File: config.mk
export PLATFORM = sky130hd
export DESIGN_NAME = if_id_queue
export DESIGN_NICKNAME = d
export VERILOG_FILES = /design/src/rtl/if_id_queue.sv
export SDC_FILE = /design/constraint.sdc
export NUM_CORES = 1
export LEC_CHECK = 0
export BUFFER_PORTS_ARGS = -buffer_cell sky130_fd_sc_hd__buf_2
export CAP_MARGIN = 20
export CORE_UTILIZATION = 47
export DETAILED_ROUTE_END_ITERATION = 8
export GPL_TIMING_DRIVEN = 0
export MAX_ROUTING_LAYER = met4
export PLACE_DENSITY = 0.68
export SETUP_SLACK_MARGIN = 0.02
export SLEW_MARGIN = 30
export SYNTH_ARGS = -nofsm -noshare
export SYNTH_HDL_FRONTEND = slang
export SYNTH_SLANG_ARGS = --single-unit
File: constraint.sdc
create_clock -name clk -period 3.5 [get_ports clk]
set_input_delay 0.35 -clock clk [delete_from_list [all_inputs] [get_ports clk]]
set_output_delay 0.35 -clock clk [all_outputs]
set_load 0.05 [all_outputs]
File: src/rtl/if_id_queue.sv
// if_id_queue: DEPTH-entry {pc, inst} queue between IF and ID with a
// registered output stage, branch flush and deferred drop of an in-flight fetch.
// Optional feature macro: IF_ID_QUEUE_BYPASS_EN enables the empty-queue bypass
// from the IF beat straight into the output register.
module if_id_queue #(
  parameter int ADDR_W  = 32,
  parameter int INST_W  = 32,
  parameter int DEPTH   = 4,
  parameter int STALL_W = 6,
  parameter int IF_IDX  = 1,
  parameter int ID_IDX  = 2
) (
  input  logic                      clk,
  input  logic                      rst,
  input  logic [ADDR_W-1:0]         if_pc,
  input  logic [INST_W-1:0]         if_inst,
  input  logic                      if_valid,
  output logic                      if_ready,
  output logic [ADDR_W-1:0]         id_pc,
  output logic [INST_W-1:0]         id_inst,
  output logic                      id_valid,
  output logic [$clog2(DEPTH):0]    count,
  input  logic [STALL_W-1:0]        stall,
  input  logic                      ex_b_flag,
  input  logic                      id_b_flag
);

  localparam int PTR_W = $clog2(DEPTH);
  localparam int CNT_W = PTR_W + 1;

  logic [ADDR_W-1:0] pc_mem   [DEPTH];
  logic [INST_W-1:0] inst_mem [DEPTH];

  logic [PTR_W-1:0]  rd_ptr_q, rd_ptr_d;
  logic [PTR_W-1:0]  wr_ptr_q, wr_ptr_d;
  logic [CNT_W-1:0]  count_q, count_d;
  logic              drop_pending_q, drop_pending_d;
  logic [ADDR_W-1:0] id_pc_q, id_pc_d;
  logic [INST_W-1:0] id_inst_q, id_inst_d;
  logic              id_valid_q, id_valid_d;

  logic flush, advance, empty, accept, bypass, push, pop;

  // Only the IF and ID bits of the stall vector matter here; the rest are
  // folded into a deliberately unused signal.
  logic stall_unused;
  assign stall_unused = ^stall;

  assign flush    = ex_b_flag | id_b_flag;
  assign advance  = ~stall[ID_IDX];
  assign empty    = (count_q == '0);
  assign if_ready = (count_q != CNT_W'(DEPTH));
  assign accept   = if_valid & if_ready & ~flush & ~drop_pending_q;

`ifdef IF_ID_QUEUE_BYPASS_EN
  assign bypass = accept & empty & advance;
`else
  assign bypass = 1'b0;
`endif

  assign push = accept & ~bypass;
  assign pop  = advance & ~empty & ~flush;

  // Next-state for pointers, occupancy, drop flag and the output register.
  always_comb begin
    // NOTE: every variable gets a default first so no path leaves it unassigned (no latch).
    rd_ptr_d       = rd_ptr_q;
    wr_ptr_d       = wr_ptr_q;
    count_d        = count_q;
    drop_pending_d = drop_pending_q;
    id_pc_d        = id_pc_q;
    id_inst_d      = id_inst_q;
    id_valid_d     = id_valid_q;

    if (flush) begin
      rd_ptr_d = '0;
      wr_ptr_d = '0;
      count_d  = '0;
      // A stalled ID still owns the branch instruction, so only bubble on advance.
      if (advance) begin
        id_pc_d    = '0;
        id_inst_d  = '0;
        id_valid_d = 1'b0;
      end
    end else begin
      if (push) wr_ptr_d = wr_ptr_q + PTR_W'(1);
      if (pop)  rd_ptr_d = rd_ptr_q + PTR_W'(1);
      case ({push, pop})
        2'b10:   count_d = count_q + CNT_W'(1);
        2'b01:   count_d = count_q - CNT_W'(1);
        default: count_d = count_q;
      endcase
      if (advance) begin
        if (!empty) begin
          id_pc_d    = pc_mem[rd_ptr_q];
          id_inst_d  = inst_mem[rd_ptr_q];
          id_valid_d = 1'b1;
        end else if (bypass) begin
          id_pc_d    = if_pc;
          id_inst_d  = if_inst;
          id_valid_d = 1'b1;
        end else begin
          id_pc_d    = '0;
          id_inst_d  = '0;
          id_valid_d = 1'b0;
        end
      end
    end

    // An outstanding fetch at flush time must be thrown away when it returns;
    // a flush arriving while already pending keeps the flag set.
    if (flush) begin
      drop_pending_d = drop_pending_q | (stall[IF_IDX] & ~if_valid);
    end else if (drop_pending_q && if_valid) begin
      drop_pending_d = 1'b0;
    end
  end

  // Control and output registers with asynchronous reset.
  always_ff @(posedge clk or posedge rst) begin
    // NOTE: sequential state uses non-blocking assignments only.
    if (rst) begin
      rd_ptr_q       <= '0;
      wr_ptr_q       <= '0;
      count_q        <= '0;
      drop_pending_q <= 1'b0;
      id_pc_q        <= '0;
      id_inst_q      <= '0;
      id_valid_q     <= 1'b0;
    end else begin
      rd_ptr_q       <= rd_ptr_d;
      wr_ptr_q       <= wr_ptr_d;
      count_q        <= count_d;
      drop_pending_q <= drop_pending_d;
      id_pc_q        <= id_pc_d;
      id_inst_q      <= id_inst_d;
      id_valid_q     <= id_valid_d;
    end
  end

  // Queue storage write port.
  always_ff @(posedge clk) begin
    // NOTE: storage is not reset; count/pointers alone decide which entries are live.
    if (push) begin
      pc_mem[wr_ptr_q]   <= if_pc;
      inst_mem[wr_ptr_q] <= if_inst;
    end
  end

  assign id_pc    = id_pc_q;
  assign id_inst  = id_inst_q;
  assign id_valid = id_valid_q;
  assign count    = count_q;

endmodule

==> impl_metrics.csv, run 1 <==
group,metric,value,unit
outcome,status,"completed",
sta,finalSetupViolCount,0,
floorplan,die_h,162.0,um
power,power_density,554.3,nW/um2
synthesis,yosys-top-cells-area,"edfxtp_1 64%, dfrtp_1 15%, mux4_2 12%",
synthesis,synth_area,12040,um2
grt,grt_pass1_wl,35760,um
worst_setup_path,crit_path_top_delay_cell,"nor3_2",
cells_and_area,fin_cells,1076,
synthesis,synth_fp_nets,618,
detailed_routing,ant_nets,0,
synthesis,syn_inst,538,
grt,overflow,0,
placed_design,gp_congestion,0.7296,
detailed_routing,first_iter_violations,482,
synthesis,synth.distinct_cells,35,
worst_setup_path,cp-start-kind,"register",
detailed_routing,drc,0,
worst_setup_path,arrival,3280,ps
sta,rsz0062_at_grt,"false",
worst_setup_path,path_cells,"nor3_2 -> nor3_2 -> buf_2 -> buf_2 -> nor2b_1 -> fa_1 -> a2111oi_2 -> o21ai_0 -> nor3b_1",
worst_setup_path,path_class,"register to register",
run,cap_violations,0,
grt,grt_pass1_vias,6292,
floorplan,start_util,0.4779,
detailed_routing,drt_first_pass_iters,7,
placed_design,place_area,13270,um2
sta,slew_violations,0,
synthesis,async_flop_share,0.2219,
cells_and_area,final_nets,798,
sta,skew,9.649,ps
worst_setup_path,crit_path_max_fanout,10,
cells_and_area,drive_above_1_share,0.3737,
cells_and_area,area_growth,19.64,%
synthesis,synth_top_area_share,0.6387,
power,power,0.007981,W
synthesis,syn_avg_cell_area,22.37,um2
power,leakagePower,5.312,nW
floorplan,io_pins,144,
detailed_routing,wl_per_cell,21.47,um
synthesis,ys_seq_area_frac,0.7905,
worst_setup_path,endpoint_kind,"register",
clocking,cts_max_level,2,
placed_design,port_buffers,138,
detailed_routing,dr_total_vias,5891,
clocking,clock_latency,500,ps
sta,max_freq,344.4,MHz
power,irDropWorstVdd,0.0003068,V
detailed_routing,wirelength,23100,um
worst_setup_path,required,3880,ps
sta,post-route-min-period,2904,ps
sta,whs,63.95,ps
clocking,cts_sinks,329,
clocking,clock_path_buffers,3,
clocking,post_cts_buffers,0,
floorplan,rows,58,
hold_path,min_path_type,"input pin to register",
floorplan,die-area,26250,um2
synthesis,yosys.area.top_type,"edfxtp_1",
clocking,cts_tree,"built",
placed_design,dp_hpwl,14140,um
sta,tns,0,ps
synthesis,synthFlopType,"edfxtp_1",
sta,fin_crit_sh,0.8296,
sta,finalHoldViolCount,0,
grt,antenna_found_initial,2,
sta,slew_headroom,0.5127,
cells_and_area,final_area,14400,um2
clocking,clkTransAtPathRegs,60,ps
synthesis,ys_seq_elements,329,
grt,grt_usage,0.1879,
sta,worstMarginPinSlew,731.0,ps
clocking,clockRootBuffer,"clkbuf_16",
worst_setup_path,slowest_delay,500,ps
synthesis,yosys_warnings,0,
synthesis,synth-edff-count,256,
clocking,numCtsBuffers,34,
grt,grt_max_degree,39,
floorplan,die_w,162.0,um
placed_design,dp_cells,1011,
floorplan,core_area,25180,um2
detailed_routing,vias_per_cell,5.475,
Yosys cell counts (all sizes together), types with 3 or more instances:
library cell	count
edfxtp	256
dfrtp	73
a22o	64
mux4	64
buf	17
clkbuf	14
nor2	5
a21oi	4
and3	4
ha	4
o21ai	4
inv	3
nor3	3
area by class of cell:
| class | instances | area (um2) |
|---|---|---|
| Multi-Input combinational cell | 175 | 2374 |
| Sequential cell | 329 | 9514 |
| Inverter | 3 | 16.27 |
| Tap cell | 330 | 412.9 |
| Timing Repair Buffer | 144 | 808.3 |
| Buffer | 31 | 156.4 |
| Antenna cell | 2 | 5.005 |
| Clock inverter | 11 | 103.9 |
| Clock buffer | 51 | 1008 |
| Fill cell | 1833 | 10780 |
cells by family (layout without fill, tap and decap cells):
logic type	after synthesis	after routing	synth area share
flip-flops	329	329	0.7905
AO/OA/AOI/OAI	79	79	0.05531
multiplexers	65	65	0.1206
buffers and inverters	34	240	0.01393
AND/OR/NAND/NOR	24	24	0.01237
adder cells (fa/ha/maj)	5	5	0.005822
XOR/XNOR	2	2	0.001456
other	0	2	0
routing by layer:
metal  GRT usage  share of wire  routed length, um  vias to the layer above
li1            -              -                  -                     2610
met1      0.2321           0.42               9740                     3079
met2      0.3211           0.52              11970                      164
met3     0.03473          0.045               1032                       38
met4     0.04717          0.015                357                        0
met5           -              0                  0                        -
path summary, 6_finish.rpt:
kind | start | endpoint | slack, ps | cells past startpoint
max | count[0] | count[2] | 600 | 9
min | if_inst[21] | inst_mem[0][21] | 60 | 1
max reg2reg | count[0] | count[2] | 600 | 9
min reg2reg | id_valid | id_valid | 470 | 1
max in group asynchronous | rst | id_inst[2] | 2530 | 4
min in group asynchronous | rst | id_inst[28] | 410 | 3
where the power goes:
part / internal, W / switching [W] / total, W
Combinational: 0.0000683 / 0.000132 / 0.000200
Sequential: 0.00424 / 0.00000901 / 0.00425
Clock: 0.00214 / 0.00139 / 0.00353
Total: 0.00645 / 0.00153 / 0.00798
metrics by stage:
stage                       util  worst slack, ps
after global routing      0.5718            413.9
after floorplan                -            211.9
after CTS                 0.5716            619.4
after detailed placement  0.5270            635.4
final                     0.5718            596.4
after global placement    0.5218           -790.1
state kept, by name, summed over array words and instances (netlist names):
register and cells:
id_valid 1, wr_ptr_q 2, pc_mem 128, id_inst 32
drop_pending_q 1, id_pc 32, count 3, inst_mem 128
rd_ptr_q 2
critical path: cells and delay by family, from the launching register on:
kind,cells,cell delay (ps)
buf+inv,2,470
simple gates,4,930
compound gates,2,480
flops,1,460
fa+ha+maj,1,440
cells in the final DEF (no fill, tap or decap), drive strengths merged:
cell           n
mux4          64
o211ai         1
a2111oi        1
edfxtp       256
dlygate4sd3    1
o21ai          4
o31ai          1
clkinv         7
nand2b         1
o2bb2ai        1
and3           4
dfrtp         73
or3b           2
bufinv         2
nor3           3
nor2           5
mux2i          1
fa             1
buf          160
ha             4
o2111a         1
a21boi         1
clkinvlp       2
inv            3
a21o           1
nand2          2
clkbuf        65
a22o          64
or3            2
nor2b          2
a21oi          4
or2            1
xnor2          2
diode          2
nor3b          2
timing repair:
item | in CTS | in global routing
resized for setup | 0 | 0
setup endpoints to repair | 0 | 0
hold buffers | 1 | 0
hold endpoints to repair | 37 | 0
Power figures use the tool's default switching activity.
==> run 2, diff against run 1 <==
- ABC_AREA: not set -> 1
- PLACE_DENSITY: 0.68 -> 0.67
- clock period: 3.5 -> 3 ns (I/O delays scaled with it)
==> impl_metrics.csv, run 2 <==
group,metric,value,unit
grt,overflow,0,
worst_setup_path,crit_path_top_delay_cell,"dfrtp_1",
worst_setup_path,reg2reg_slack,520,ps
detailed_routing,wirelength,29290,um
floorplan,core_area,26130,um2
placed_design,gp_congestion,0.7828,
detailed_routing,drt_first_pass_iters,7,
power,power_density,601.2,nW/um2
hold_path,min_path_type,"input pin to register",
clocking,numCtsBuffers,35,
power,irDropWorstVdd,0.0003379,V
worst_setup_path,crit_path_max_fanout,10,
run,cap_violations,0,
detailed_routing,ant_nets,0,
worst_setup_path,path_cells,"nor2_1 -> nand2_2 -> nand3_4 -> clkbuf_1 -> nor2_1 -> fa_1 -> xnor2_1 -> inv_1 -> nand3_1 -> nand2_1 -> inv_1 -> nand2_1 -> nand2_1",
cells_and_area,fill_cells,2091,
sta,slew_headroom,0.5031,
cells_and_area,fin_cells,1542,
synthesis,synth-edff-count,256,
placed_design,dp_cells,1458,
cells_and_area,final_nets,1259,
clocking,cts_sinks,329,
worst_setup_path,cp-endpoint,"count[2]",
sta,worstMarginPinSlew,743.6,ps
synthesis,yosys-top-cells-area,"edfxtp_1 61%, dfrtp_1 15%, nand2_1 10%",
sta,max_freq,402.7,MHz
floorplan,io_pins,144,
worst_setup_path,cp_num_cells,13,
sta,finalSetupViolCount,0,
worst_setup_path,r2r_cells,13,
synthesis,yosysMostFrequentCell,"nand2_1",
worst_setup_path,reg2reg_to,"count[2]",
worst_setup_path,required,3430,ps
cells_and_area,drive_above_1_share,0.2186,
grt,grt_pass1_vias,7853,
clocking,post_cts_buffers,0,
power,p_int,0.007274,W
floorplan,rows,59,
sta,finalHoldViolCount,0,
synthesis,ys_seq_elements,329,
worst_setup_path,cp-start-kind,"register",
detailed_routing,drc,14,
worst_setup_path,crit_start,"count[0]",
sta,rsz0062_at_grt,"false",
hold_path,hold_depth,1,
cells_and_area,area_growth,22.17,%
floorplan,start_util,0.4804,
power,pwr-share-comb,0.043,
sta,skew,22.15,ps
outcome,violations,"design-rule violations",
worst_setup_path,slowest_delay,440,ps
floorplan,die_w,165.4,um
cells_and_area,reg_top3,"inst_mem x128, pc_mem x128",
synthesis,yosys.area.top_type,"edfxtp_1",
clocking,clkTransAtPathRegs,60,ps
worst_setup_path,crit_top_cell,"nand2_1",
clocking,cts_tree,"built",
detailed_routing,dr_total_vias,8059,
power,switchingPower,0.001947,W
sta,slew_violations,0,
grt,grt_max_degree,53,
synthesis,syn_inst,968,
synthesis,async_flop_share,0.2219,
detailed_routing,vias_per_cell,5.226,
detailed_routing,first_iter_violations,796,
synthesis,synthFlopType,"edfxtp_1",
grt,grt_pass1_wl,44550,um
grt,grt_usage,0.2262,
worst_setup_path,path_class,"register to register",
synthesis,synth_area,12550,um2
synthesis,synth.distinct_cells,22,
power,pwr-share-clk,0.417,
synthesis,synth_fp_nets,1048,
sta,fin_crit_sh,0.8277,
grt,antenna_found_initial,4,
worst_setup_path,path_delay_family,"simple AND/OR/NAND/NOR gates",
placed_design,port_buffers,139,
sta,post-route-min-period,2483,ps
cells_and_area,final_common_cell,"nand2_1",
synthesis,synth_common_cells,"342 x nand2_1, 256 x edfxtp_1, 132 x a21oi_1",
clocking,cts_hold_buf,17,
cells_and_area,most-common-layout-cells,"341 x nand2_1, 256 x edfxtp_1, 171 x buf_2",
synthesis,syn_avg_cell_area,12.97,um2
clocking,post_cts_resized,0,
floorplan,die-area,27370,um2
clocking,clock_path_buffers,3,
synthesis,ys_seq_area_frac,0.7578,
worst_setup_path,worstReg2RegStart,"count[0]",
floorplan,die_h,165.4,um
clocking,clock_latency,510,ps
power,swShare,0.2112,
clocking,cts_max_level,2,
power,leakagePower,6.068,nW
outcome,status,"complete, but fails checks",
worst_setup_path,arrival,2910,ps
worst_setup_path,crit_buf_inv,3,
sta,tns,0,ps
synthesis,synth_top_area_share,0.6123,
synthesis,yosys_warnings,0,
detailed_routing,wl_per_cell,19.00,um
clocking,clockRootBuffer,"clkbuf_16",
worst_setup_path,endpoint_kind,"register",
placed_design,dp_hpwl,18800,um
power,p_seq_frac,0.540,
==> run 2: changes by cell type after synthesis, moves of 4 or more <==
cell / change
a21oi_1: +128
a22o_1: -64
and3_1: -4
buf_2: +21
inv_1: +12
mux4_2: -64
nand2_1: +340
nand3_1: +4
nor2_1: +4
o31ai_1: +52
o31ai_2: +11
==> run 2: cells by family after synthesis <==
kind of cell	synth area share
and+or+nand+nor	0.1110
DFF	0.7578
AOI/OAI and AO/OA	0.09687
buffers and inverters	0.02800
adders and majority gates	0.005581
xor gates and xnor gates	0.0006978
==> run 2: area by class of cell <==
cell class              instances  area [um2]  area share
multi-input cells             566        2726      0.1777
repair buffers                174        1301     0.08484
plain buffers                  56       287.8     0.01876
clock buffers                  46       937.1     0.06110
flip-flops and latches        329        9514      0.6203
clock inverters                15       73.82    0.004813
inverters                      17       68.82    0.004486
diodes                          4       10.01   0.0006526
well taps                     335       419.2     0.02733
==> run 2: worst min-delay path by stage <==
stage	start	end	slack, ps
after floorplan	if_inst[0]	inst_mem[0][0]	400
after global placement	id_valid	id_valid	460
after detailed placement	rst	id_inst[4]	280
after CTS	if_inst[3]	inst_mem[0][3]	0.2
after global routing	if_inst[3]	inst_mem[0][3]	2
final	if_inst[3]	inst_mem[0][3]	10
==> run 2: routing by layer <==
layer  vias to the layer above  GRT usage  routed length [um]
li1                       3856          -                   -
met1                      3915     0.3044               12780
met2                       245     0.3560               14210
met3                        43    0.03696                1724
met4                         0    0.06694                 574
met5                         -          -                   0
==> run 2: metrics by stage <==
| stage | utilization | area (um2) | hold WS (ps) | worst slack (ps) | power, W |
|---|---|---|---|---|---|
| after floorplan | - | 12590 | 398.9 | 131.2 | 0.005271 |
| after global placement | 0.5245 | 13710 | 459.1 | -682.4 | 0.005430 |
| after detailed placement | 0.5406 | 14130 | 275.2 | 509.9 | 0.005453 |
| after CTS | 0.5858 | 15310 | 0.2190 | 498.1 | 0.009285 |
| after global routing | 0.5869 | 15340 | 1.948 | 295.2 | 0.009489 |
| final | 0.5869 | 15340 | 10.77 | 516.8 | 0.009222 |
==> run 2: power by group through the flow <==
| stage | sequential, W | combinational, W | clock, W |
|---|---|---|---|
| after floorplan | 0.00514 | 0.000130 | 0 |
| after global placement | 0.00507 | 0.000359 | 0 |
| after CTS | 0.00498 | 0.000401 | 0.00391 |
| after global routing | 0.00498 | 0.000436 | 0.00407 |
| after detailed placement | 0.00507 | 0.000382 | 0 |
| final | 0.00498 | 0.000401 | 0.00384 |
==> run 3, diff against run 2 <==
- ABC_AREA: 1 -> 0
- PLACE_DENSITY: 0.67 -> 0.68
- clock period: 3 -> 2.45 ns (I/O delays scaled with it)
==> impl_metrics.csv, run 3 (synthesized netlist as in run 1, its figures left out) <==
group,metric,value,unit
outcome,status,"completed",
cells_and_area,most-common-layout-cells,"256 x edfxtp_1, 147 x buf_2, 70 x dfrtp_1",
clocking,cts_max_level,2,
worst_setup_path,crit_start,"drop_pending_q",
worst_setup_path,crit_path_max_fanout,34,
floorplan,rows,58,
detailed_routing,vias_per_cell,5.358,
detailed_routing,wirelength,23740,um
worst_setup_path,endpoint_kind,"register",
clocking,cts_sinks,329,
cells_and_area,area_growth,24.57,%
power,leakagePower,5.567,nW
grt,grt_max_degree,39,
grt,antenna_found_initial,1,
placed_design,place_ws,-185.1,ps
hold_path,min_path_type,"input pin to register",
worst_setup_path,reg2reg_to,"pc_mem[3][21]",
cells_and_area,final_core_util,0.5953,
sta,max_freq,436.3,MHz
power,irDropWorstVdd,0.0005699,V
sta,worstMarginPinSlew,694.4,ps
floorplan,core_area,25180,um2
grt,grt_pass1_wl,36730,um
clocking,cts_tree,"built",
cells_and_area,final_area,14990,um2
floorplan,start_util,0.4779,
clocking,clkTransAtPathRegs,60,ps
worst_setup_path,cp-endpoint,"pc_mem[3][21]",
placed_design,dp_hpwl,14310,um
worst_setup_path,worstReg2RegStart,"drop_pending_q",
clocking,numCtsBuffers,34,
sta,slew_headroom,0.5371,
run,cap_violations,0,
worst_setup_path,path_class,"register to register",
sta,finalWorstSetupSlack,158.2,ps
cells_and_area,drive_above_1_share,0.3564,
detailed_routing,wl_per_cell,20.85,um
clocking,clock_path_buffers,3,
cells_and_area,final_nets,863,
sta,finalSetupViolCount,0,
detailed_routing,first_iter_violations,358,
sta,whs,19.05,ps
worst_setup_path,required,2630,ps
detailed_routing,dr_total_vias,6103,
floorplan,die_w,162.0,um
sta,fin_crit_sh,0.9354,
floorplan,die_h,162.0,um
placed_design,place_area,13280,um2
grt,grt_pass1_vias,6553,
worst_setup_path,reg2reg_slack,160,ps
sta,post-route-min-period,2292,ps
clocking,clock_latency,500,ps
detailed_routing,drt_first_pass_iters,4,
worst_setup_path,arrival,2470,ps
floorplan,io_pins,144,
placed_design,gp_congestion,0.7158,
cells_and_area,reg_top3,"inst_mem x128, pc_mem x128",
worst_setup_path,r2r_cells,4,
detailed_routing,ant_nets,0,
sta,rsz0062_at_grt,"false",
sta,slew_violations,0,
placed_design,port_buffers,138,
power,power,0.01120,W
detailed_routing,drc,0,
worst_setup_path,cp-start-kind,"register",
sta,skew,15.87,ps
floorplan,die-area,26250,um2
cells_and_area,final_common_cell,"edfxtp_1",
cells_and_area,fill_cells,1797,
clocking,clockRootBuffer,"clkbuf_16",
sta,finalHoldViolCount,0,
power,power_density,747.1,nW/um2
grt,grt_usage,0.1941,
grt,overflow,0,
==> run 3: cell count changes in the layout (fill, tap and decap cells not counted), moves of 6 or more <==
cell | before | now
a21oi_1 | 132 | 3
a22o_1 | 0 | 64
clkbuf_1 | 24 | 18
buf_16 | 14 | 1
nand2_1 | 341 | 2
o31ai_1 | 53 | 1
buf_2 | 171 | 147
inv_1 | 14 | 2
o31ai_2 | 11 | 0
mux4_2 | 0 | 64
dlygate4sd3_1 | 19 | 65
==> run 3: critical path, cell delays in order, from the launching register on <==
cell	delay [ps]
dfrtp_1	410
nand2b_1	190
a21oi_2	410
and3_4	640
buf_12	300
==> run 3: what timing repair did <==
action / in CTS / in global routing
gates resized for setup: 1 / 3
pin swaps: 2 / 0
endpoints found under the setup margin: 82 / 1
endpoints found under the hold margin: 291 / 0
buffers inserted: 1 / 0
cloned: 1 / 0
hold buffers: 65 / 0
==> run 3: worst min-delay path by stage <==
stage / start / cells past startpoint / end
2_1_floorplan: if_inst[0] / 0 / inst_mem[0][0]
3_3_place_gp: if_inst[8] / 1 / inst_mem[0][8]
3_5_place_dp: rst / 2 / id_valid
4_1_cts: if_valid / 2 / drop_pending_q
5_1_grt: if_valid / 2 / drop_pending_q
6_report: if_valid / 2 / drop_pending_q
==> run 3: metrics by stage <==
| stage | setup TNS [ps] | cells |
|---|---|---|
| final | 0 | 1139 |
| after global routing | 0 | 1139 |
| after CTS | 0 | 1138 |
| after detailed placement | -3330 | 1011 |
| after global placement | -209110 | 1006 |
| after floorplan | 0 | 538 |
==> run 3: report_power, final <==
part / internal [W] / switching (W) / total [W]
clock: 0.00275 / 0.00201 / 0.00476
combinational: 0.000167 / 0.000208 / 0.000375
sequential: 0.00605 / 0.0000132 / 0.00607
==> run 3: area by class of cell <==
| class | count | area (um2) | share of cell area |
|---|---|---|---|
| clock buffers | 40 | 904.6 | 0.06034 |
| repair buffers | 209 | 1456 | 0.09715 |
| clock inverters | 21 | 132.6 | 0.008847 |
| flip-flops and latches | 329 | 9518 | 0.6349 |
| well taps | 330 | 412.9 | 0.02754 |
| inverters | 3 | 16.27 | 0.001085 |
| diodes | 1 | 2.502 | 0.0001669 |
| multi-input cells | 176 | 2391 | 0.1595 |
| plain buffers | 30 | 157.7 | 0.01052 |
==> run 3: per-layer routing <==
metal | vias up | global-route usage | routed length [um] | part of all wire
met3 | 41 | 0.03166 | 1031 | 0.043
met5 | - | - | 0 | 0
met1 | 3146 | 0.2423 | 9813 | 0.41
met4 | 0 | 0.05660 | 482 | 0.020
met2 | 171 | 0.3287 | 12420 | 0.52
li1 | 2745 | - | - | -
